$ cat config.mk
export PLATFORM = sky130hd
export DESIGN_NAME = sorter_ingress_4x8b
export DESIGN_NICKNAME = d
export VERILOG_FILES = /design/src/rtl/sorter_ingress_4x8b.sv
export SDC_FILE = /design/constraint.sdc
export NUM_CORES = 1
export LEC_CHECK = 0
export ABC_AREA = 1
export CAP_MARGIN = 10
export CORE_MARGIN = 4
export CORE_UTILIZATION = 40
export CTS_BUF_LIST = sky130_fd_sc_hd__clkbuf_8 sky130_fd_sc_hd__clkbuf_16
export CTS_CLUSTER_DIAMETER = 200
export CTS_CLUSTER_SIZE = 16
export DETAILED_ROUTE_END_ITERATION = 12
export GPL_TIMING_DRIVEN = 0
export MAX_ROUTING_LAYER = met4
export PLACE_DENSITY = 0.82
export SLEW_MARGIN = 20
export SYNTH_ARGS = -nofsm -noshare
export SYNTH_HDL_FRONTEND = slang
export SYNTH_SLANG_ARGS = --single-unit
$ cat constraint.sdc
create_clock -name clk -period 1.4 [get_ports clk]
set_clock_uncertainty 0.15 [all_clocks]
set_input_delay 0.21 -clock clk [delete_from_list [all_inputs] [get_ports clk]]
set_output_delay 0.21 -clock clk [all_outputs]
set_load 0.05 [all_outputs]
$ cat src/rtl/sorter_ingress_4x8b.sv
// Ingress buffer for the 4x8b bitonic sorter: gathers four bytes into slots, then hands the group on with val/rdy.
// Optional flush of a partial group, padded with PAD_VALUE, when SORTER_INGRESS_FLUSH_EN is defined.
module sorter_ingress_4x8b #(
   parameter logic [7:0] PAD_VALUE = 8'hFF
) (
   input  logic       clk,
   input  logic       reset,
   input  logic       in_val,
   output logic       in_rdy,
   input  logic [7:0] in_msg,
   output logic       out_val,
   input  logic       out_rdy,
   output logic [7:0] out0,
   output logic [7:0] out1,
   output logic [7:0] out2,
   output logic [7:0] out3,
   output logic [2:0] count
`ifdef SORTER_INGRESS_FLUSH_EN
   ,
   input  logic       flush
`endif
);

   localparam int unsigned W  = 8;
   localparam int unsigned N  = 4;
   localparam int unsigned CW = 3;

   typedef enum logic {FILL, FULL} state_t;

   state_t          state, state_nxt;
   logic [W-1:0]    slot     [N];
   logic [W-1:0]    slot_nxt [N];
   logic [CW-1:0]   count_nxt;
   logic            out_val_nxt;
   logic            in_xfer;
   logic            out_xfer;
   logic            flush_on;

`ifdef SORTER_INGRESS_FLUSH_EN
   assign flush_on = flush;
`else
   logic unused_pad;
   assign unused_pad = ^PAD_VALUE;
   assign flush_on   = 1'b0;
`endif

   // A full group only frees its slots when the consumer takes it, so in_rdy follows out_rdy there.
   assign in_rdy   = !reset && ((state == FILL) || out_rdy);
   assign in_xfer  = in_val && in_rdy;
   assign out_xfer = out_val && out_rdy;

   always_comb begin
      state_nxt   = state;
      count_nxt   = count;
      slot_nxt    = slot;
      out_val_nxt = out_val;
      case (state)
         FILL: begin
            if (in_xfer) begin
               slot_nxt[count[1:0]] = in_msg;
               count_nxt            = count + 3'd1;
            end
         end
         FULL: begin
            if (out_xfer) begin
               count_nxt = 3'd0;
               if (in_xfer) begin
                  slot_nxt[0] = in_msg;
                  count_nxt   = 3'd1;
               end
            end
         end
         default: ;
      endcase
      // Flush closes a partial group after this cycle's word, padding the unused slots.
      if (flush_on && (count_nxt != 3'd0) && (count_nxt != CW'(N))) begin
         for (int unsigned i = 0; i < N; i++) begin
            if (CW'(i) >= count_nxt) slot_nxt[i] = PAD_VALUE;
         end
         count_nxt = CW'(N);
      end
      state_nxt   = (count_nxt == CW'(N)) ? FULL : FILL;
      out_val_nxt = (count_nxt == CW'(N));
   end

   always_ff @(posedge clk) begin
      if (reset) begin
         state   <= FILL;
         count   <= '0;
         out_val <= 1'b0;
         for (int unsigned i = 0; i < N; i++) slot[i] <= '0;
      end else begin
         state   <= state_nxt;
         count   <= count_nxt;
         out_val <= out_val_nxt;
         for (int unsigned i = 0; i < N; i++) slot[i] <= slot_nxt[i];
      end
   end

   assign out0 = slot[0];
   assign out1 = slot[1];
   assign out2 = slot[2];
   assign out3 = slot[3];

endmodule

==> impl_metrics.prom <==
# TYPE chip_impl_metric gauge
chip_impl_info{name="outcome",value="completed"} 1
chip_impl_metric{name="critical_path.n_buffers_inverters",unit=""} 2
chip_impl_metric{name="synthesis.area",unit="um^2"} 1460
chip_impl_metric{name="grt.total_usage",unit="%"} 18.3
chip_impl_metric{name="synth.yosys.warnings",unit=""} 0
chip_impl_metric{name="place.gp.congestion",unit=""} 0.790
chip_impl_info{name="mostFrequentLayoutCells",value="33 x sky130_fd_sc_hd__dfxtp_1, 19 x sky130_fd_sc_hd__nor2_1, 18 x sky130_fd_sc_hd__buf_2, 18 x sky130_fd_sc_hd__nand2_1, 18 x sky130_fd_sc_hd__a21oi_1"} 1
chip_impl_info{name="ctsRootBufferMaster",value="sky130_fd_sc_hd__clkbuf_8"} 1
chip_impl_metric{name="floorplan.io_pins",unit=""} 49
chip_impl_metric{name="synthesis.nets",unit=""} 188
chip_impl_metric{name="net_sw_share",unit="%"} 28.6
chip_impl_metric{name="num_vias",unit=""} 1373
chip_impl_metric{name="power.internal",unit="W"} 0.00155
chip_impl_metric{name="ctsHtreeMaxLevel",unit=""} 2
chip_impl_metric{name="power_density",unit="nW/um^2"} 1010
chip_impl_info{name="timing.critical_path.cells",value="inv_6 > nor2_4 > nor2_2 > buf_6"} 1
chip_impl_metric{name="largest_net_degree_at_the_start_of_global_routing",unit=""} 11
chip_impl_info{name="clock_tree_from_tritoncts",value="yes"} 1
chip_impl_metric{name="overflow",unit=""} 0
chip_impl_metric{name="floorplan.initialDensity",unit="%"} 42.6
chip_impl_metric{name="synthesis.instances",unit=""} 172
chip_impl_info{name="grt_most_used_layer",value="met2"} 1
chip_impl_metric{name="detail_route.wirelength",unit="um"} 3880
chip_impl_metric{name="clock_power_share",unit="%"} 34.2
chip_impl_metric{name="setup_viol",unit=""} 0
chip_impl_metric{name="timing.final.hold_violations",unit=""} 0
chip_impl_metric{name="die_w",unit="um"} 68.3
chip_impl_metric{name="layout_min_cycle_time",unit="ns"} 1.39
chip_impl_metric{name="tritoncts.num_buffers",unit=""} 5
chip_impl_metric{name="detail_route.wl_per_cell",unit="um"} 13.7
chip_impl_info{name="layout.cells.most_common",value="sky130_fd_sc_hd__dfxtp_1"} 1
chip_impl_metric{name="drc",unit=""} 0
chip_impl_metric{name="clock-sinks",unit=""} 36
chip_impl_metric{name="hpwlAfterDp",unit="um"} 2550
chip_impl_metric{name="nets",unit=""} 252
chip_impl_metric{name="met3_usage",unit="%"} 6.57
chip_impl_metric{name="grt_pass1_wl",unit="um"} 5930
chip_impl_metric{name="layout_worst_path_cycle_share",unit="%"} 99.6
chip_impl_metric{name="clockBufferDepth",unit=""} 2
chip_impl_metric{name="grtUsageMet1",unit="%"} 21.2
chip_impl_metric{name="groute.layer.met2.usage",unit="%"} 27.7
chip_impl_metric{name="synth-seq-area-share",unit="%"} 49.5
chip_impl_info{name="grt_setup_unrepaired",value="true"} 1
chip_impl_metric{name="synthDistinctLibCells",unit=""} 19
chip_impl_info{name="timing.critical_path.slowest_stage_cell",value="sky130_fd_sc_hd__dfxtp_4"} 1
chip_impl_info{name="synth_top_cells_by_area",value="sky130_fd_sc_hd__dfxtp_1 49%, sky130_fd_sc_hd__o21ai_0 6.5%, sky130_fd_sc_hd__a21oi_1 6.2%"} 1
chip_impl_info{name="worstSetupStartpointType",value="flip-flop"} 1
chip_impl_metric{name="antenna_found_initial",unit=""} 0
chip_impl_info{name="min_path_type",value="in -> reg"} 1
chip_impl_metric{name="drt.antenna.violating_nets",unit=""} 0
chip_impl_metric{name="fp.coreArea",unit="um^2"} 3420
chip_impl_metric{name="comb_power_share",unit="%"} 16.4
chip_impl_metric{name="worstPathArrival",unit="ns"} 1.03
chip_impl_metric{name="reg2regPathDepth",unit=""} 5
chip_impl_metric{name="post-route-util",unit="%"} 63.0
chip_impl_metric{name="insertedDiodeCount",unit=""} 0
chip_impl_metric{name="num_rows",unit=""} 21
chip_impl_metric{name="finalSetupTns",unit="ns"} 0
chip_impl_metric{name="max-slew-margin-rel",unit="%"} 76.3
chip_impl_metric{name="worstPathMaxFanout",unit=""} 4
chip_impl_info{name="cp_top_family",value="flip-flops"} 1
chip_impl_metric{name="die_h",unit="um"} 68.3
chip_impl_info{name="synth_largest_area_cell",value="sky130_fd_sc_hd__dfxtp_1"} 1
chip_impl_metric{name="post-layout-total-power",unit="W"} 0.00217
chip_impl_metric{name="power.ir.vdd_worst",unit="mV"} 0.790
chip_impl_metric{name="vias_per_cell",unit=""} 4.85
chip_impl_metric{name="syn_avg_cell_area",unit="um^2"} 8.47
chip_impl_metric{name="power_leakage",unit="nW"} 0.957
chip_impl_metric{name="dr.first_iter.drc_count",unit=""} 88
chip_impl_metric{name="placement.io_buffers",unit=""} 48
chip_impl_metric{name="min_delay_path_depth",unit=""} 4
chip_impl_metric{name="crit_required",unit="ns"} 1.04
chip_impl_info{name="timing.critical_path.to_type",value="output pin"} 1
chip_impl_metric{name="timing.max_cap.violations",unit=""} 0
chip_impl_metric{name="synth_top_area_share",unit="%"} 49.5
chip_impl_metric{name="insertion_delay_of_the_later_clocked_pin_in_the_worst_skew_pair",unit="ns"} 0.29
chip_impl_metric{name="die_area",unit="um^2"} 4670
chip_impl_metric{name="cp.depth",unit=""} 4
chip_impl_metric{name="worst_setup_hold_path_clk_slew",unit="ns"} 0.06
chip_impl_metric{name="grt_pass1_vias",unit=""} 1310
chip_impl_metric{name="maxClockFrequency",unit="GHz"} 0.717
chip_impl_metric{name="postSynthRegisterBits",unit=""} 36
chip_impl_metric{name="crit_path_max_incr_delay",unit="ns"} 0.36
chip_impl_metric{name="power_switching",unit="W"} 0.000620
chip_impl_metric{name="area_delta_synth_final",unit="%"} 47.9
chip_impl_metric{name="drt_first_pass_iters",unit=""} 4
chip_impl_metric{name="post_route_cells_drive_above_1_share",unit="%"} 37.1
chip_impl_metric{name="share_seq_of_total_power",unit="%"} 49.3
chip_impl_info{name="worstSetupPathType",value="reg -> out"} 1
chip_impl_metric{name="max_slew.worst_pin.slew",unit="ns"} 0.355
chip_impl_metric{name="maxSlewViolCount",unit=""} 0
## sequential cells by signal (all words and copies together), names as in the netlist
signal   flops
out1         8
out3         8
out0         8
out_val      1
out2         8
count        3
## Yosys cell counts, drive strengths merged
library cell	count
a21oi	25
buf	4
clkbuf	2
dfxtp	36
ha	4
inv	20
nand2	19
nand3	11
nand4	1
nor2	24
o21ai	26
## logic make-up (layout without fill, tap and decap cells)
| group | count (synthesis) | after routing | synth area share (%) |
|---|---|---|---|
| flip-flops | 36 | 36 | 49.5 |
| AO/OA/AOI/OAI | 51 | 51 | 20.9 |
| AND/OR/NAND/NOR | 55 | 56 | 17.7 |
| adder cells (fa/ha/maj) | 4 | 4 | 3.44 |
| buffers and inverters | 26 | 90 | 8.50 |
## path summary, 6_finish.rpt
check / end / slack [ns] / startpoint
worst max-delay path: in_rdy / 0.006 / out_val
worst min-delay path: count[1] / 0.22 / out_rdy
worst max register to register: out1[1] / 0.04 / out_val
worst min register to register: out0[0] / 0.32 / out0[0]
## worst min-delay path, cell delays in order
cell	delay (ns)
sky130_fd_sc_hd__dlymetal6s2s_1	0.17
sky130_fd_sc_hd__nand2_1	0.11
sky130_fd_sc_hd__nand2_1	0.09
sky130_fd_sc_hd__nor2_1	0.04
## per-stage QoR
step	std cells	worst slack [ns]	cell area (um^2)	hold slack, ns
after CTS	276	-0.0251	2150	0.252
after floorplan	172	0.00776	1470	0.123
final	283	0.00607	2150	0.222
after global routing	283	-0.0578	2150	0.268
after global placement	266	-0.618	2010	0.305
after detailed placement	266	-0.622	2010	0.312
## final cells by class
cell class                      count  area [um^2]
Buffer                              6         47.5
Clock buffer                        6         82.6
Clock inverter                      2         7.51
Fill cell                         305         1260
Inverter                           20         82.6
Multi-Input combinational cell    111          661
Sequential cell                    36          732
Tap cell                           46         57.6
Timing Repair Buffer               55          475
Timing Repair inverter              1         7.51
## timing repair
action	4_1_cts	5_1_grt
endpoints found under the hold margin	0	0
resized for setup	117	63
hold buffers	0	0
buffers inserted	1	3
gates cloned	1	4
pin swaps	1	6
setup endpoints to repair	71	50
## power by group through the flow
stage          Clock [W]  Sequential, W  Combinational, W
6_report        0.000743        0.00107          0.000356
5_1_grt         0.000814        0.00108          0.000384
4_1_cts         0.000746        0.00107          0.000348
3_5_place_dp           0        0.00110          0.000352
3_3_place_gp           0        0.00110          0.000349
2_1_floorplan          0        0.00120          0.000119
## per-layer routing
metal / wire length (um) / part of all wire (%)
met2: 1870 / 48
met3: 209 / 5.4
met5: 0 / 0
met1: 1730 / 45
met4: 65 / 1.7
No activity file was read; power rests on OpenSTA's default activity.
